`src/rtl/regreg_alu_fsm.sv`:
```
// regreg_alu_fsm: control sequencer for register-to-register instructions on
// the shared 16-bit bus (Ri1..Ri4, ALUreg1/2, ALUregO, ALU tristate driver).
// Optional build macro RRFSM_ILLEGAL_ERR_EN: adds an err output and routes
// illegal opcodes through an ERR state instead of a NOP completion.
module regreg_alu_fsm #(
  parameter logic [3:0]  MOV_OPCODE = 4'b1111,
  parameter int unsigned RS_W       = 2
) (
  input  logic            CLK,
  input  logic            RESET,
  input  logic            START,
  input  logic [3:0]      OPCODE,
  input  logic [RS_W-1:0] rs1,
  input  logic [RS_W-1:0] rs2,
  input  logic [RS_W-1:0] rd,
  output logic            Ri1Out,
  output logic            Ri2Out,
  output logic            Ri3Out,
  output logic            Ri4Out,
  output logic            Ri1In,
  output logic            Ri2In,
  output logic            Ri3In,
  output logic            Ri4In,
  output logic            ALUreg1,
  output logic            ALUreg2,
  output logic            ALUregO,
  output logic            ALUtri,
  output logic [2:0]      ALUop,
  output logic            PCinc,
  output logic            finish,
  output logic            busy
`ifdef RRFSM_ILLEGAL_ERR_EN
  ,
  output logic            err
`endif
);

  localparam int unsigned NREG    = 2 ** RS_W;
  localparam int unsigned ALUOP_W = 3;

  typedef enum logic [2:0] {
    S_IDLE = 3'd0,
    S_LD1  = 3'd1,
    S_LD2  = 3'd2,
    S_EXE  = 3'd3,
    S_WB   = 3'd4,
    S_MOV  = 3'd5,
    S_DONE = 3'd6,
    S_ERR  = 3'd7
  } state_t;

  state_t               state_q, state_d;
  logic [ALUOP_W-1:0]   aluop_q, aluop_d;
  logic [RS_W-1:0]      rs1_q, rs1_d;
  logic [RS_W-1:0]      rs2_q, rs2_d;
  logic [RS_W-1:0]      rd_q, rd_d;

  // Registered outputs; next values are the Moore decode of the next state.
  logic [NREG-1:0]      ri_out_q, ri_out_d;
  logic [NREG-1:0]      ri_in_q, ri_in_d;
  logic                 alu1_q, alu1_d;
  logic                 alu2_q, alu2_d;
  logic                 aluo_q, aluo_d;
  logic                 alutri_q, alutri_d;
  logic [ALUOP_W-1:0]   op_q, op_d;
  logic                 pcinc_q, pcinc_d;
  logic                 finish_q, finish_d;
  logic                 busy_q, busy_d;
`ifdef RRFSM_ILLEGAL_ERR_EN
  logic                 err_q, err_d;
`endif

  // Next-state, field latching, and decode of the next state into outputs.
  always_comb begin
    state_d  = state_q;
    aluop_d  = aluop_q;
    rs1_d    = rs1_q;
    rs2_d    = rs2_q;
    rd_d     = rd_q;
    ri_out_d = '0;
    ri_in_d  = '0;
    alu1_d   = 1'b0;
    alu2_d   = 1'b0;
    aluo_d   = 1'b0;
    alutri_d = 1'b0;
    op_d     = '0;
    pcinc_d  = 1'b0;
    finish_d = 1'b0;
    busy_d   = 1'b0;
`ifdef RRFSM_ILLEGAL_ERR_EN
    err_d    = 1'b0;
`endif

    case (state_q)
      S_IDLE: begin
        if (START) begin
          aluop_d = OPCODE[2:0];
          rs1_d   = rs1;
          rs2_d   = rs2;
          rd_d    = rd;
          if (!OPCODE[3]) begin
            state_d = S_LD1;
          end else if (OPCODE == MOV_OPCODE) begin
            state_d = S_MOV;
          end else begin
`ifdef RRFSM_ILLEGAL_ERR_EN
            state_d = S_ERR;
`else
            state_d = S_DONE;
`endif
          end
        end
      end
      S_LD1:   state_d = S_LD2;
      S_LD2:   state_d = S_EXE;
      S_EXE:   state_d = S_WB;
      S_WB:    state_d = S_DONE;
      S_MOV:   state_d = S_DONE;
      S_DONE:  state_d = S_IDLE;
      S_ERR:   state_d = S_IDLE;
      default: state_d = S_IDLE;
    endcase

    busy_d = (state_d != S_IDLE);

    case (state_d)
      S_LD1: begin
        ri_out_d[rs1_d] = 1'b1;
        alu1_d          = 1'b1;
      end
      S_LD2: begin
        ri_out_d[rs2_d] = 1'b1;
        alu2_d          = 1'b1;
      end
      S_EXE: begin
        op_d   = aluop_d;
        aluo_d = 1'b1;
      end
      S_WB: begin
        alutri_d       = 1'b1;
        ri_in_d[rd_d]  = 1'b1;
      end
      S_MOV: begin
        ri_out_d[rs1_d] = 1'b1;
        ri_in_d[rd_d]   = 1'b1;
      end
      S_DONE: begin
        finish_d = 1'b1;
        pcinc_d  = 1'b1;
      end
      S_ERR: begin
`ifdef RRFSM_ILLEGAL_ERR_EN
        err_d = 1'b1;
`endif
      end
      default: ;
    endcase
  end

  // State, latched fields and output registers; reset aborts any instruction.
  always_ff @(posedge CLK) begin
    if (RESET) begin
      state_q  <= S_IDLE;
      aluop_q  <= '0;
      rs1_q    <= '0;
      rs2_q    <= '0;
      rd_q     <= '0;
      ri_out_q <= '0;
      ri_in_q  <= '0;
      alu1_q   <= 1'b0;
      alu2_q   <= 1'b0;
      aluo_q   <= 1'b0;
      alutri_q <= 1'b0;
      op_q     <= '0;
      pcinc_q  <= 1'b0;
      finish_q <= 1'b0;
      busy_q   <= 1'b0;
`ifdef RRFSM_ILLEGAL_ERR_EN
      err_q    <= 1'b0;
`endif
    end else begin
      state_q  <= state_d;
      aluop_q  <= aluop_d;
      rs1_q    <= rs1_d;
      rs2_q    <= rs2_d;
      rd_q     <= rd_d;
      ri_out_q <= ri_out_d;
      ri_in_q  <= ri_in_d;
      alu1_q   <= alu1_d;
      alu2_q   <= alu2_d;
      aluo_q   <= aluo_d;
      alutri_q <= alutri_d;
      op_q     <= op_d;
      pcinc_q  <= pcinc_d;
      finish_q <= finish_d;
      busy_q   <= busy_d;
`ifdef RRFSM_ILLEGAL_ERR_EN
      err_q    <= err_d;
`endif
    end
  end

  assign Ri1Out  = ri_out_q[0];
  assign Ri2Out  = ri_out_q[1];
  assign Ri3Out  = ri_out_q[2];
  assign Ri4Out  = ri_out_q[3];
  assign Ri1In   = ri_in_q[0];
  assign Ri2In   = ri_in_q[1];
  assign Ri3In   = ri_in_q[2];
  assign Ri4In   = ri_in_q[3];
  assign ALUreg1 = alu1_q;
  assign ALUreg2 = alu2_q;
  assign ALUregO = aluo_q;
  assign ALUtri  = alutri_q;
  assign ALUop   = op_q;
  assign PCinc   = pcinc_q;
  assign finish  = finish_q;
  assign busy    = busy_q;
`ifdef RRFSM_ILLEGAL_ERR_EN
  assign err     = err_q;
`endif

endmodule

```
`config.mk`:
```
export PLATFORM = sky130hd
export DESIGN_NAME = regreg_alu_fsm
export DESIGN_NICKNAME = d
export VERILOG_FILES = /design/src/rtl/regreg_alu_fsm.sv
export SDC_FILE = /design/constraint.sdc
export NUM_CORES = 1
export LEC_CHECK = 0
export ABC_AREA = 0
export ABC_CLOCK_PERIOD_IN_PS = 2300
export CAP_MARGIN = 20
export CELL_PAD_IN_SITES_DETAIL_PLACEMENT = 1
export CELL_PAD_IN_SITES_GLOBAL_PLACEMENT = 1
export CORE_MARGIN = 10
export CORE_UTILIZATION = 34
export DETAILED_ROUTE_END_ITERATION = 16
export PLACE_DENSITY = 0.75
export SYNTH_ARGS = -nofsm -noshare
export SYNTH_HDL_FRONTEND = slang
export SYNTH_SLANG_ARGS = --single-unit
```
`constraint.sdc`:
```
create_clock -name CLK -period 2.3 [get_ports CLK]
set_input_delay 0.46 -clock CLK [delete_from_list [all_inputs] [get_ports CLK]]
set_output_delay 0.46 -clock CLK [all_outputs]
set_load 0.03 [all_outputs]
```
* Word-level counts from Yosys, hierarchy flattened
Index checks and enable logic that the tools add are counted.
** Cells by class
- $lt $le $gt $ge :: 6
- Eq/ne operators :: 14
- Multiplexer cells :: 24
- Bitwise operators :: 2
- Reduce and logical (&&, ||, !) cells :: 11
** Operators by type and width (number)
- $eq A3 B3 Y1 const B :: 7
- $pmux W3 S6 :: 1
- $mux W2 :: 7
- $eq A3 B2 Y1 const B :: 4
- $mux W3 :: 4
- $reduce_or A2 Y1 :: 6
- $lt A2 B3 Y1 const B :: 3
- $mux W1 :: 8
- $pmux W4 S2 :: 1
- $demux W1 S2 :: 3
- $eq A3 B1 Y1 const B :: 2
- $ge A2 B1 Y1 const B :: 3
- $eq A4 B4 Y1 const B :: 1
- $logic_and A1 B1 Y1 :: 3
- $logic_not A3 Y1 :: 1
- $reduce_bool A3 Y1 :: 1
- $not A1 Y1 :: 2
** Word-level totals
- Register bits :: 29
- Input bits :: 13
- Output and inout bits :: 18
- Word-level logic and storage cells :: 71

* Depth between registers and ports, before layout
Gate-level depths: netlist of run 1.
- Word-level depth :: 9
- Gate-level depth with buffers :: 5
- Mapped depth without buffers :: 4

* Least setup slack after synthesis of run 1
Ideal clock, no wire load.
- Path type :: input port to flip-flop
- From :: input port START
- To :: register ri_in_q[0]
- Setup time :: 0.103 ns
- Arrival :: 1.611 ns
- Required time :: 2.197 ns
- Setup slack :: 0.585 ns
- Stages :: 4
- Buffers on the path :: 1
- Cell sequence :: or4b_1 -> buf_2 -> or3_1 -> a2111oi_2
** Between the ends
- Word-level cells in the longest chain between the ends :: 6
** Ends and longest elaborated chain
- from (decl) :: line 11 : input logic START,
- $mux W2 or $mux W3 (tied branches) :: line 96 : if (START) begin
- $mux W2 or $pmux W3 S6 (tied branches) :: line 94 : case (state_q)
- $lt A2 B3 Y1 (not written as such), or another cell as far along :: line 141, 145
- $logic_and A1 B1 Y1 (not written as such) or $reduce_or A2 Y1 (tied branches)
- $mux W1 (not written as such) or $not A1 Y1 (tied branches)
- $demux W1 S2 or $reduce_or A2 Y1 (tied branches)
- to (signal assigned) :: line 188 : ri_in_q <= ri_in_d;
- to (decl) :: line 60 : logic [NREG-1:0] ri_in_q, ri_in_d;
Parallel ways exist; a longest one is shown, timed or not.
A chain may end at the register's enable or synchronous reset.

* Worst setup path after layout of run 1
Same ends and word-level chain as after synthesis.

==> results of run 1 <==
[metrics by stage]
stage	cell area, um^2	std cells	worst slack [ns]	power (mW)	util
2_1_floorplan	1060	111	0.585	0.673	-
3_3_place_gp	1440	184	0.119	0.770	0.474
3_5_place_dp	1440	184	0.0575	0.777	0.474
4_1_cts	1470	188	0.414	0.989	0.484
5_1_grt	1470	188	0.329	1.04	0.484
6_report	1470	188	0.415	0.975	0.484
[registers in the layout, indices dropped and copies added, names as in the netlist]
register,count
ALUop,3
rs2_q,2
ri_in_q,4
aluop_q,3
ALUreg1,1
rd_q,2
ri_out_q,4
ALUregO,1
ALUreg2,1
state_q,3
busy,1
finish,1
ALUtri,1
[layout make-up]
cell class	instances	area [um^2]
Clock buffer	3	22.5
Clock inverter	1	7.51
Fill cell	352	1560
Inverter	4	15.0
Multi-Input combinational cell	72	472
Sequential cell	27	541
Tap cell	44	55.1
Timing Repair Buffer	37	353
[tightest hold or removal path, cell delays in order (launching register included)]
cell and delay (ns):
dfxtp_1 0.33, nand2_1 0.05, a21oi_1 0.05
[power by group]
part           switching [mW]  internal, mW  total [mW]
Sequential             0.0287         0.501       0.530
Combinational           0.127         0.108       0.235
Clock                   0.144        0.0666       0.211
[cell usage in the layout, fill, tap and decap left out, types with 4 or more instances in the layout]
| master | netlist | layout |
|---|---|---|
| a21oi_1 | 10 | 10 |
| and2_1 | 4 | 4 |
| buf_4 | 1 | 7 |
| clkdlybuf4s50_1 | 0 | 30 |
| dfxtp_1 | 27 | 27 |
| inv_1 | 4 | 4 |
| nand2_1 | 16 | 16 |
| nand3_1 | 4 | 4 |
| nand3b_1 | 5 | 5 |
[cells in the mapped netlist (all sizes together), types with 2 or more instances]
| cell type | n |
|---|---|
| o31ai | 2 |
| o21ai | 2 |
| buf | 5 |
| nand2 | 16 |
| nand3 | 4 |
| nor4b | 2 |
| inv | 4 |
| or3 | 3 |
| nand3b | 5 |
| or4b | 2 |
| dfxtp | 27 |
| a211oi | 2 |
| and2 | 4 |
| clkbuf | 3 |
| a2111oi | 4 |
| a21oi | 10 |
| nor2b | 2 |
[worst max-delay path by stage]
stage	from	endpoint	slack [ns]	cells after the start
after CTS	START	ri_in_q[0]	0.41	4
after global routing	START	ri_in_q[0]	0.33	4
after detailed placement	START	ri_in_q[0]	0.06	4
final	START	ri_in_q[0]	0.42	4
after global placement	START	ri_in_q[0]	0.12	4
after floorplan	START	ri_in_q[0]	0.59	4
[cell families (layout without fill, tap and decap cells)]
kind of cell | count (synthesis) | after routing | synth area share
flip-flops | 27 | 27 | 0.508
AO/OA/AOI/OAI | 26 | 26 | 0.188
multiplexers | 1 | 1 | 0.00940
buffers and inverters | 12 | 45 | 0.0493
AND/OR/NAND/NOR | 45 | 45 | 0.246
[layer usage]
layer  share of wire  wire (um)  GRT usage
met5               0          0          0
met4          0.0065         18     0.0341
met3           0.044        121     0.0283
met2            0.50       1380      0.161
met1            0.45       1260      0.116
==> metrics.csv, run 1 <==
metric,value,unit
status,"complete, no violations",
Clock Path Buffers,2,
initial antenna violation count,0,
Critical Path RT,2.53,ns
FF-to-FF setup slack,0.48,ns
DRC violation count after routing,0,
Worst-Margin Slew,0.555,ns
critical path's largest stage delay,0.51,ns
CTS Sinks,27,
first-pass GRT wire length,4.77,mm
Max Fclk,0.531,GHz
sequential share of the synthesized area,0.508,
RSZ-0062 raised after global routing,no,
Worst-Skew Late Latency,0.33,ns
row count,20,
crit path time final,1.88,ns
Routed WL per cell,14.8,um
synthesis-to-finish area growth,37.6,%
post-cts gate resize count,0,
Hold Path End,aluop_q[1],
Hold Worst Slack,0.463,ns
worst reg2reg path depth,3,
DRT Wirelength,2.78,mm
"Reg clk slew, reported paths",0.15,ns
largest net degree at the start of global routing,21,
vias in the first global route,980,
critical path's slowest cell,or4b_1,
CTS Root Cell,clkbuf_4,
Ant. Diodes,0,
total grt overflow,0,
Mean Syn Cell Area,9.59,um^2
number of synthesized flops with an enable pin,0,
Max IR drop VDD,282,uV
die area,5770,um^2
worst flop-to-flop path endpoint,ri_in_q[0],
RD Place Congestion,0.790,
Leakage,0.526,nW
CTS Hold Buffers Added,0,
startpoint types,input port,
Port Buffers,30,
crit path cell chain,clkdlybuf4s50_1 > or4b_1 > or3_1 > a2111oi_2,
Hold WC Path Type,register to register,
cells after synthesis,111,
Post-DRT Antenna Nets,0,
CTS tree,built,
slew margin rel.,0.627,
core area,3030,um^2
top post-synthesis cells by area,"dfxtp_1, nand2_1, a21oi_1",
max-slew violations,0,
I/O pins,31,
Tcrit/Tclk final,0.819,
CP max FO,4,
DR vias,943,
top cell type's share of synthesized area,0.508,
"Async S/R FF share, synth",0,
setup bufs post-CTS,0,
WP data arrival,2.12,ns
synthesis-stage register bit count,27,
setup_tns,0,ns
# Max-Cap Violations,0,
CP bufs+invs,1,
area of the mapped netlist,1060,um^2
H-tree depth,1,
Pre-Repair DR Iteration Count,4,
Cell variety after synth,35,
Synthesized Nets,124,
Die W,76.0,um
CP top delay family,simple AND/OR/NAND/NOR gates,
Hold Startpoint,aluop_q[1],
fin nets,158,
top cell type by total area after synthesis,dfxtp_1,
r2r startpoint,state_q[1],
DRT iter0 DRCs,69,
clk_skew,0.00464,ns
die height,76.0,um
critical path type,input port to register,
vias per inst,5.02,
synth warn,0,
"Top FF cell, synth",dfxtp_1,
Critical Path Sink Type,register,
Hold Path Stages,2,
DP HPWL,2.20,mm
CTS buffer count,3,
# setup viols final,0,
share of layout cells above drive strength 1,0.118,
GRT Total Usage,0.0973,
PD cells,666,nW/um^2
Fin. Hold Viols,0,
initial core utilization,0.352,
Power figures use the tool's default switching activity.
==> run 2: changes to the inputs <==
Settings changed: ABC_CLOCK_PERIOD_IN_PS 2300 to 1900.
Clock period 2.3 ns to 1.9 ns, I/O delays scaled along.
==> metrics.csv, run 2 (synthesis results as in run 1) <==
metric,value,unit,change
first-pass GRT wire length,4.97,mm,was 4.77 mm
Die W,76.0,um,unchanged
DR vias,957,,was 943
fin nets,163,,was 158
DRT iter0 DRCs,40,,was 69
Hold Path Stages,2,,unchanged
Tcrit/Tclk final,0.938,,
Clock Path Buffers,2,,unchanged
DRT Wirelength,2.90,mm,was 2.78 mm
crit path cell chain,clkdlybuf4s50_1 > or4b_4 > or3_1 > a2111oi_2,,was clkdlybuf4s50_1 > or4b_1 > or3_1 > a2111oi_2
synthesis-to-finish area growth,41.1,%,was 37.6%
"commonest non-fill, non-tap cell in the layout",clkdlybuf4s50_1,,unchanged
initial core utilization,0.352,,unchanged
Worst-Margin Slew,0.449,ns,was 0.555 ns
CTS buffer count,3,,unchanged
critical path's slowest cell,or4b_4,,was or4b_1
post-placement cell count,189,,was 184
vias in the first global route,1076,,was 980
Max IR drop VDD,294,uV,was 282 uV
CP top delay family,simple AND/OR/NAND/NOR gates,,unchanged
critical path's largest stage delay,0.49,ns,was 0.51 ns
clk_skew,0.00499,ns,was 0.00464 ns
Stages on worst setup path,4,,unchanged
CTS tree,built,,unchanged
status,"complete, no violations",,unchanged
initial antenna violation count,0,,unchanged
die area,5770,um^2,unchanged
H-tree depth,1,,unchanged
most frequent cells in the layout,"clkdlybuf4s50_1, dfxtp_1, nand2_1",,unchanged
Critical Path Sink Type,register,,unchanged
Leakage,0.553,nW,was 0.526 nW
row count,20,,unchanged
Max Fclk,0.561,GHz,
WP data arrival,2.00,ns,was 2.12 ns
share of layout cells above drive strength 1,0.148,,was 0.118
CP bufs+invs,1,,unchanged
CP max FO,5,,was 4
PD cells,793,nW/um^2,was 666 nW/um^2
Worst-Skew Late Latency,0.31,ns,was 0.33 ns
Pre-Repair DR Iteration Count,4,,unchanged
CTS Hold Buffers Added,0,,unchanged
die height,76.0,um,unchanged
"Reg clk slew, reported paths",0.14,ns,was 0.15 ns
crit path time final,1.78,ns,
CTS Root Cell,clkbuf_4,,unchanged
Post-DRT Antenna Nets,0,,unchanged
Fin. Hold Viols,0,,unchanged
Critical Path RT,2.12,ns,was 2.53 ns
final std cells w/o fill,193,,was 188
slew margin rel.,0.699,,was 0.627
largest net degree at the start of global routing,21,,unchanged
vias per inst,4.96,,was 5.02
CTS Sinks,27,,unchanged
Routed WL per cell,15.0,um,was 14.8 um
DRC violation count after routing,0,,unchanged
worst reg2reg path depth,3,,unchanged
Hold WC Path Type,register to register,,unchanged
RSZ-0062 raised after global routing,no,,unchanged
core area,3030,um^2,unchanged
Regs by FF count,"ri_in_q: 4 flops, ri_out_q: 4 flops",,unchanged
I/O pins,31,,unchanged
GRT Total Usage,0.101,,was 0.0973
critical path type,input port to register,,unchanged
# Max-Cap Violations,0,,unchanged
Final Cell Area,1500,um^2,was 1470 um^2
total grt overflow,0,,unchanged
startpoint types,input port,,unchanged
# setup viols final,0,,unchanged
Port Buffers,30,,unchanged
DP Area,1470,um^2,was 1440 um^2
Ant. Diodes,0,,unchanged
DP HPWL,2.31,mm,was 2.20 mm
max-slew violations,0,,unchanged
RD Place Congestion,0.801,,was 0.790
-- run 2: worst reg2reg max path: cells and delay by family, from the launching register on --
| kind | cells | cell delay [ns] |
|---|---|---|
| simple gates | 2 | 0.88 |
| flops | 1 | 0.41 |
| compound gates | 1 | 0.31 |
-- run 2: layout make-up --
cell class	count	area, um^2
clock buffer	4	26.3
fill	360	1530
inverter	4	15.0
multi-input combinational	72	475
sequential	27	541
tap	44	55.1
timing repair buffer	42	390
-- run 2: through the flow --
stage	hold WS [ns]	power, mW	setup slack [ns]	util	setup TNS [ns]
3_3_place_gp	0.439	0.948	-0.212	0.486	-1.26
2_1_floorplan	0.430	0.815	0.252	-	0
3_5_place_dp	0.448	0.960	-0.284	0.486	-1.63
4_1_cts	0.472	1.20	0.0720	0.495	0
6_report	0.467	1.19	0.119	0.496	0
5_1_grt	0.502	1.27	0.0389	0.496	0
-- run 2: worst paths after layout --
kind | slack (ns) | endpoint | from
setup reg to reg | 0.21 | ri_in_q[0] | state_q[0]
hold reg to reg | 0.47 | aluop_q[2] | aluop_q[2]
setup / recovery | 0.12 | ri_in_q[0] | START
hold / removal | 0.47 | aluop_q[2] | aluop_q[2]
-- run 2: where the power goes --
part / switching, mW / internal, mW
Clock: 0.160 / 0.0820
Sequential: 0.0263 / 0.607
Combinational: 0.170 / 0.147
Total: 0.357 / 0.836
-- run 2: layer usage --
layer / vias up / routed length (um) / track usage
met5: - / 0 / 0
met4: 0 / 12 / 0.0284
met3: 2 / 176 / 0.0377
met2: 18 / 1470 / 0.180
met1: 463 / 1240 / 0.109
li1: 474 / - / -
-- run 2: timing repair --
item	in CTS	in global routing
gates resized for setup	0	1
buffers inserted	0	0
setup endpoints to repair	0	1
